==> config.mk <==
export PLATFORM = sky130hd
export DESIGN_NAME = opfetch_unit
export DESIGN_NICKNAME = d
export VERILOG_FILES = /design/src/rtl/opfetch_unit.sv
export SDC_FILE = /design/constraint.sdc
export NUM_CORES = 1
export LEC_CHECK = 0
export CAP_MARGIN = 40
export CORE_MARGIN = 4
export CORE_UTILIZATION = 40
export DETAILED_ROUTE_END_ITERATION = 8
export PLACE_DENSITY = 0.72
export RECOVER_POWER = 25
export SYNTH_ARGS = -nofsm -noshare
export SYNTH_HDL_FRONTEND = slang
export SYNTH_SLANG_ARGS = --single-unit
export TNS_END_PERCENT = 10
==> constraint.sdc <==
create_clock -name clk -period 4.7 [get_ports clk]
set_input_delay 0.94 -clock clk [delete_from_list [all_inputs] [get_ports clk]]
set_output_delay 0.94 -clock clk [all_outputs]
set_load 0.02 [all_outputs]
==> src/rtl/opfetch_unit.sv <==
// opfetch_unit: operand-fetch and writeback sequencer in front of regfile.
//
// Two independent FSMs share one hazard check:
//   read FSM  : accepts an instruction (rs, rt), fetches each non-zero source
//               over the level re/rack handshake and presents op_a/op_b with
//               op_valid/op_ready.
//   write FSM : accepts a writeback (wb_idx, wb_data) and drives the level
//               we/wack handshake, pulsing wb_ready on retirement.
// A read of a register with a pending write either stalls until the write
// retires or, with OPFETCH_BYPASS_EN defined, takes the pending data directly.
//
// Ports:
//   clk, rst                  clock, async active-high reset
//   in_valid/in_ready         instruction handshake; in_rs/in_rt source indices
//   op_valid/op_ready         operand handshake; op_a/op_b operand values
//   wb_valid/wb_ready         writeback request / retire pulse; wb_idx, wb_data
//   r_idx, re, rack, dout     register file read port
//   w_idx, we, wack, din      register file write port
//
// Build option: OPFETCH_BYPASS_EN (forward pending write data to the reader).

module opfetch_unit #(
    parameter int REG_SZ = 32
) (
    input  logic              clk,
    input  logic              rst,
    input  logic              in_valid,
    output logic              in_ready,
    input  logic [4:0]        in_rs,
    input  logic [4:0]        in_rt,
    output logic              op_valid,
    input  logic              op_ready,
    output logic [REG_SZ-1:0] op_a,
    output logic [REG_SZ-1:0] op_b,
    input  logic              wb_valid,
    output logic              wb_ready,
    input  logic [4:0]        wb_idx,
    input  logic [REG_SZ-1:0] wb_data,
    output logic [4:0]        r_idx,
    output logic              re,
    input  logic              rack,
    input  logic [REG_SZ-1:0] dout,
    output logic [4:0]        w_idx,
    output logic              we,
    input  logic              wack,
    output logic [REG_SZ-1:0] din
);

    typedef enum logic [2:0] {IDLE, RA_REQ, RA_REL, RB_REQ, RB_REL, OUT} rd_state_t;
    typedef enum logic [1:0] {W_IDLE, W_REQ, W_REL} wr_state_t;

    rd_state_t r_state;
    wr_state_t w_state;
    logic [4:0] rs_q, rt_q;

    // Pending-write view seen by the reader. A writeback being latched this
    // very cycle already counts, so a read accepted on the same edge as a
    // write to the same register is ordered behind it.
    logic       w_busy, pend_vld;
    logic [4:0] pend_idx;

    always_comb begin
        w_busy   = (w_state != W_IDLE);
        pend_vld = w_busy || (wb_valid && !wb_ready && (wb_idx != 5'd0));
        pend_idx = w_busy ? w_idx : wb_idx;
    end

`ifdef OPFETCH_BYPASS_EN
    logic [REG_SZ-1:0] pend_dat;
    assign pend_dat = w_busy ? din : wb_data;
`endif

    function automatic logic wr_hit(input logic [4:0] idx);
        return pend_vld && (idx != 5'd0) && (idx == pend_idx);
    endfunction

    // re is registered, so it is raised on the edge that enters a REQ state
    // to keep a handshake at two cycles. Never raise it while rack is high.
    function automatic logic can_issue(input logic [4:0] idx);
        return (idx != 5'd0) && !wr_hit(idx) && !rack;
    endfunction

    // ---------------- read FSM ----------------
    always_ff @(posedge clk or posedge rst) begin
        if (rst) begin
            r_state  <= IDLE;
            in_ready <= 1'b0;
            op_valid <= 1'b0;
            op_a     <= '0;
            op_b     <= '0;
            rs_q     <= '0;
            rt_q     <= '0;
            r_idx    <= '0;
            re       <= 1'b0;
        end else begin
            case (r_state)
                IDLE: begin
                    if (in_valid && in_ready) begin
                        rs_q     <= in_rs;
                        rt_q     <= in_rt;
                        in_ready <= 1'b0;
                        r_idx    <= in_rs;
                        re       <= can_issue(in_rs);
                        r_state  <= RA_REQ;
                    end else begin
                        in_ready <= 1'b1;
                    end
                end
                RA_REQ: begin
                    if (re) begin
                        if (rack) begin
                            op_a    <= dout;
                            re      <= 1'b0;
                            r_state <= RA_REL;
                        end
                    end else if (rs_q == 5'd0) begin
                        op_a    <= '0;
                        r_idx   <= rt_q;
                        re      <= can_issue(rt_q);
                        r_state <= RB_REQ;
                    end
`ifdef OPFETCH_BYPASS_EN
                    else if (wr_hit(rs_q)) begin
                        op_a    <= pend_dat;
                        r_idx   <= rt_q;
                        re      <= can_issue(rt_q);
                        r_state <= RB_REQ;
                    end
`endif
                    else if (can_issue(rs_q)) begin
                        re <= 1'b1;  // stall released
                    end
                end
                RA_REL: begin
                    if (!rack) begin
                        r_idx   <= rt_q;
                        re      <= can_issue(rt_q);
                        r_state <= RB_REQ;
                    end
                end
                RB_REQ: begin
                    if (re) begin
                        if (rack) begin
                            op_b    <= dout;
                            re      <= 1'b0;
                            r_state <= RB_REL;
                        end
                    end else if (rt_q == 5'd0) begin
                        op_b     <= '0;
                        op_valid <= 1'b1;
                        r_state  <= OUT;
                    end
`ifdef OPFETCH_BYPASS_EN
                    else if (wr_hit(rt_q)) begin
                        op_b     <= pend_dat;
                        op_valid <= 1'b1;
                        r_state  <= OUT;
                    end
`endif
                    else if (can_issue(rt_q)) begin
                        re <= 1'b1;
                    end
                end
                RB_REL: begin
                    if (!rack) begin
                        op_valid <= 1'b1;
                        r_state  <= OUT;
                    end
                end
                OUT: begin
                    if (op_ready) begin
                        op_valid <= 1'b0;
                        in_ready <= 1'b1;
                        r_state  <= IDLE;
                    end
                end
                default: r_state <= IDLE;
            endcase
        end
    end

    // ---------------- write FSM ----------------
    always_ff @(posedge clk or posedge rst) begin
        if (rst) begin
            w_state  <= W_IDLE;
            w_idx    <= '0;
            din      <= '0;
            we       <= 1'b0;
            wb_ready <= 1'b0;
        end else begin
            wb_ready <= 1'b0;
            case (w_state)
                W_IDLE: begin
                    // !wb_ready: the requester may still hold wb_valid in the
                    // cycle of the retire pulse; do not take it twice.
                    if (wb_valid && !wb_ready) begin
                        if (wb_idx == 5'd0) begin
                            wb_ready <= 1'b1;
                        end else begin
                            w_idx   <= wb_idx;
                            din     <= wb_data;
                            we      <= !wack;
                            w_state <= W_REQ;
                        end
                    end
                end
                W_REQ: begin
                    if (we && wack) begin
                        we      <= 1'b0;
                        w_state <= W_REL;
                    end else if (!we && !wack) begin
                        we <= 1'b1;
                    end
                end
                W_REL: begin
                    if (!wack) begin
                        wb_ready <= 1'b1;
                        w_state  <= W_IDLE;
                    end
                end
                default: w_state <= W_IDLE;
            endcase
        end
    end

endmodule

# Word-level counts from Yosys, hierarchy flattened
# Index checks and enable logic that the tools add are counted.
[word_totals]
ff_bits = 126
input_bits = 86
output_inout_bits = 111
word_cells = 150
[op_classes]
n_eq_ne = 28
muxes = 54
n_bitwise = 1
reduce_logical = 53
[ops]
columns = ["op", "count"]
rows = [
  ["$mux 32", 5],
  ["$mux 3", 10],
  ["$mux 5", 5],
  ["$ne 2x2->1 const B", 12],
  ["$mux 1", 22],
  ["$reduce_bool 5->1", 4],
  ["$pmux 3 s6", 1],
  ["$logic_and 1x1->1", 17],
  ["$eq 5x5->1", 3],
  ["$logic_not 5->1", 3],
  ["$ne 3x3->1 const B", 5],
  ["$pmux 5 s3", 1],
  ["$reduce_and 3->1", 4],
  ["$reduce_and 5->1", 2],
  ["$reduce_bool 2->1", 5],
  ["$mux 2", 4],
  ["$reduce_and 4->1", 2],
  ["$reduce_and 8->1", 1],
  ["$logic_not 1->1", 7],
  ["$eq 3x2->1 const B", 2],
  ["$eq 3x3->1 const B", 2],
  ["$pmux 1 s2", 3],
  ["$pmux 2 s3", 1],
  ["$reduce_bool 3->1", 2],
  ["12 further kinds", 13],
]

# Longest topological paths before layout
[logic_depth]
depth_word = 13
depth_mapped = 8
ltp_nobuf = 6

# Least setup slack after synthesis
# OpenSTA, ideal clock, no wires.
[synth_path]
path_type = "input to register"
start = "input port wb_idx[1]"
end = "register din[0]"
setup_time_ns = 0.125
t_arrival_ns = 2.272
required_time_ns = 4.575
setup_slack_ns = 2.303
cell_stages = 4
n_path_buf = 1
path_cell_list = "or4_4 -> o21ai_4 -> buf_2 -> mux2_2"
[synth_via]
elab_chain_cells = 3
[synth_rtl]
columns = ["element", "line", "rtl"]
rows = [
  ["start, declared", "37", "input logic [4:0] wb_idx,"],
  ["$logic_not 5->1", "197", "if (wb_idx == 5'd0) begin"],
  ["$not 1->1 (no source line)", "--", ""],
  ["$reduce_and 3->1 (no source line)", "--", ""],
  ["end signal, assigned", "201", "din <= wb_data;"],
  ["end, declared", "46", "output logic [REG_SZ-1:0] din"],
]
# Every way passes these cells.
# A chain may end at the register's enable or synchronous reset.

==> flow_summary_export.csv <==
group,metric,value,unit
clock_network,ctsResizeCount,0,
clock_network,cts_tree,"yes",
yosys,netlist.area_leader.share,57.5,%
yosys,yosys_warnings,0,
clock_network,path_clk_slew,0.05,ns
route,ant_nets,0,
clock_network,cts_buffer_depth,2,
worst_setup_path,cp.required,4.77,ns
clock_network,cts_sinks,126,
worst_setup_path,crit_path_end_kind,"async pin",
cells_and_area,drive_gt1_share,13.2,%
yosys,synth_top_cell_by_area,"dfrtp_1",
status,violations,"capacitance limit, slew limit",
place,hpwl,11200,um
global_routing,grt_pass1_vias,4784,
route,viasPerCell,5.21,
worst_setup_path,path_buf_inv,2,
worst_setup_path,cp_slowest_cell,"clkinvlp_2",
cells_and_area,multi_input_area,0.00217,mm^2
global_routing,grt_use_total,19.9,%
floorplanning,start_util,41.1,%
sta,rsz0062_at_grt,"no",
cells_and_area,fillers,1091,
clock_network,clockRootBuffer,"clkbuf_16",
floorplanning,coreArea,0.0133,mm^2
clock_network,h-tree-depth,4,
global_routing,grt_overflow,0,
clock_network,post_cts_buffers,0,
cells_and_area,regArea,0.00315,mm^2
clock_network,ctsHoldBuffers,0,
global_routing,grt_pass1_wl,25200,um
worst_hold_path,worstHoldPathType,"reg2reg",
global_routing,grt_max_degree,67,
floorplanning,ios,197,
yosys,synthFlopType,"dfrtp_1",
yosys,synth-edff-count,0,
power_and_ir_drop,vdd_drop_max,395,uV
worst_setup_path,crit_family,"buffers and inverters",
yosys,ys_seq_area_share,57.5,%
yosys,synthesis.nets,609,
cells_and_area,synthToLayoutAreaGrowth,51.0,%
floorplanning,die_area,0.0156,mm^2
worst_setup_path,max_stage_delay,1.60,ns
cells_and_area,finalCoreUtilization,62.0,%
clock_network,clock_latency,0.42,ns
route,drt-pass1-iter-count,5,
worst_setup_path,critPathMaxFanout,66,
power_and_ir_drop,p_per_area,760,mW/mm^2
route,drc,0,
sta,slew_violations,66,
status,status,"finished with violations",
place,dpl_cell_area,0.00765,mm^2
yosys,synthTopCellsByArea,"dfrtp_1 (58%), mux2_2 (10%), nand2_1 (7.9%)",
yosys,syn_area_per_cell,10.5,um^2
cells_and_area,stdcell_area,0.00828,mm^2
yosys,synth-async-reset-ratio,100,%
route,drt_iter0_drc,296,
route,vias,4713,
route,wire_per_inst,16.9,um
floorplanning,die_w,125,um
worst_setup_path,crit_path_cell_trace,"dlygate4sd3_1 > clkinvlp_2",
sta,fin_crit,3.06,ns
floorplanning,die_y,125,um
yosys,yosys_register_bits,126,
worst_setup_path,cp.arrival,3.13,ns
route,wl,15300,um
yosys,yosysMostFrequentCell,"dfrtp_1",
clock_network,cts_buffers,17,
sta,skew,0.00884,ns
floorplanning,rows,42,
worst_setup_path,critPathKind,"in2async",
sta,relSlewSlack,-89.9,%
yosys,synth_cell_types,45,
global_routing,grt_antenna_before_repair,0,
yosys,syn_area,0.00548,mm^2
worst_setup_path,start_kind,"input pin",
place,io_buffers,196,
sta,hold_viol_final,0,
sta,setup_viol,0,
sta,post-route-period-util,65.1,%
yosys,ys_top_cells_by_count,"dfrtp_1 (126), nand2_1 (116), o21ai_0 (78)",
yosys,synthCells,522,
power_and_ir_drop,p_leak,3.48,nW
cells_and_area,finish.net_count,803,
sta,worstMarginPinSlew,2.83,ns
place,place.gp.congestion,0.935,
cells_and_area,num_antenna_cells,0,
sta,finalSetupTns,0,ns
sta,max_freq,327,MHz
job,maxCapViolations,1,
per-stage QoR:
step | cells | worst slack (ns) | hold WS (ns) | total power [mW]
finish | 905 | 1.64 | 0.477 | 6.29
floorplan | 522 | 0.404 | 0.525 | 3.59
detailed placement | 873 | 1.39 | 0.469 | 4.95
CTS | 905 | 1.69 | 0.482 | 6.35
global route | 905 | 1.12 | 0.510 | 6.68
global placement | 872 | 1.45 | 0.462 | 4.84
report_power, final:
group          leakage, nW  internal [mW]  switching (mW)  total (mW)
Sequential            1.59           1.59           0.426        2.02
Combinational         1.60           1.40            1.49        2.89
Clock                0.295          0.894           0.485        1.38
worst paths after layout:
path / from / endpoint / slack [ns] / depth (start not counted)
setup / recovery: rst / op_a[0]$_DFFE_PP0P_ / 1.64 / 2
hold / removal: op_b[4]$_DFFE_PP0P_ / op_b[4]$_DFFE_PP0P_ / 0.48 / 2
setup reg to reg: re$_DFFE_PP0P_ / op_a[20]$_DFFE_PP0P_ / 2.36 / 8
hold reg to reg: op_b[4]$_DFFE_PP0P_ / op_b[4]$_DFFE_PP0P_ / 0.48 / 2
max in group clk: re$_DFFE_PP0P_ / re / 1.75 / 2
min in group asynchronous: rst / din[6]$_DFFE_PP0P_ / 1.79 / 2
sequential cells by signal, indices dropped and copies added, names as in the netlist:
name	count
din	32
in_ready	1
op_a	32
op_b	32
op_valid	1
r_idx	5
r_state	3
re	1
rs_q	5
rt_q	5
w_idx	5
w_state	2
wb_ready	1
we	1
metal layers:
metal	global-route usage, %	vias up	wire length (um)
li1	-	2200	-
met1	25.8	2288	6580
met2	31.7	198	7330
met3	6.14	27	1120
met4	6.95	0	296
met5	0	-	0
kinds of logic after synthesis:
group	synth area share, %
compound gates	13.8
xor+xnor	1.76
flops	57.5
fa+ha+maj	0.228
buf+inv	2.99
simple gates	13.3
mux	10.5
final cells by class:
cell class,instances,share of cell area [%]
sequential,126,38.1
clock buffer,21,5.81
inverter,13,0.605
timing repair buffer,203,24.7
clock inverter,11,1.86
tap,176,2.66
multi-input combinational,355,26.3
layout by cell type, fill, tap and decap left out, drive strengths merged, types with 5 or more instances in the layout:
master | synthesis | routed
a211oi | 5 | 5
nor2 | 18 | 18
buf | 8 | 6
nand2 | 116 | 116
o21ai | 80 | 80
mux2 | 50 | 50
xnor2 | 7 | 7
dfrtp | 126 | 126
clkdlybuf4s50 | 0 | 192
nand2b | 8 | 8
clkinvlp | 0 | 6
a21oi | 7 | 7
nand3 | 5 | 5
inv | 13 | 14
clkbuf | 20 | 22
Note: power is estimated with default switching activity, not from simulation.
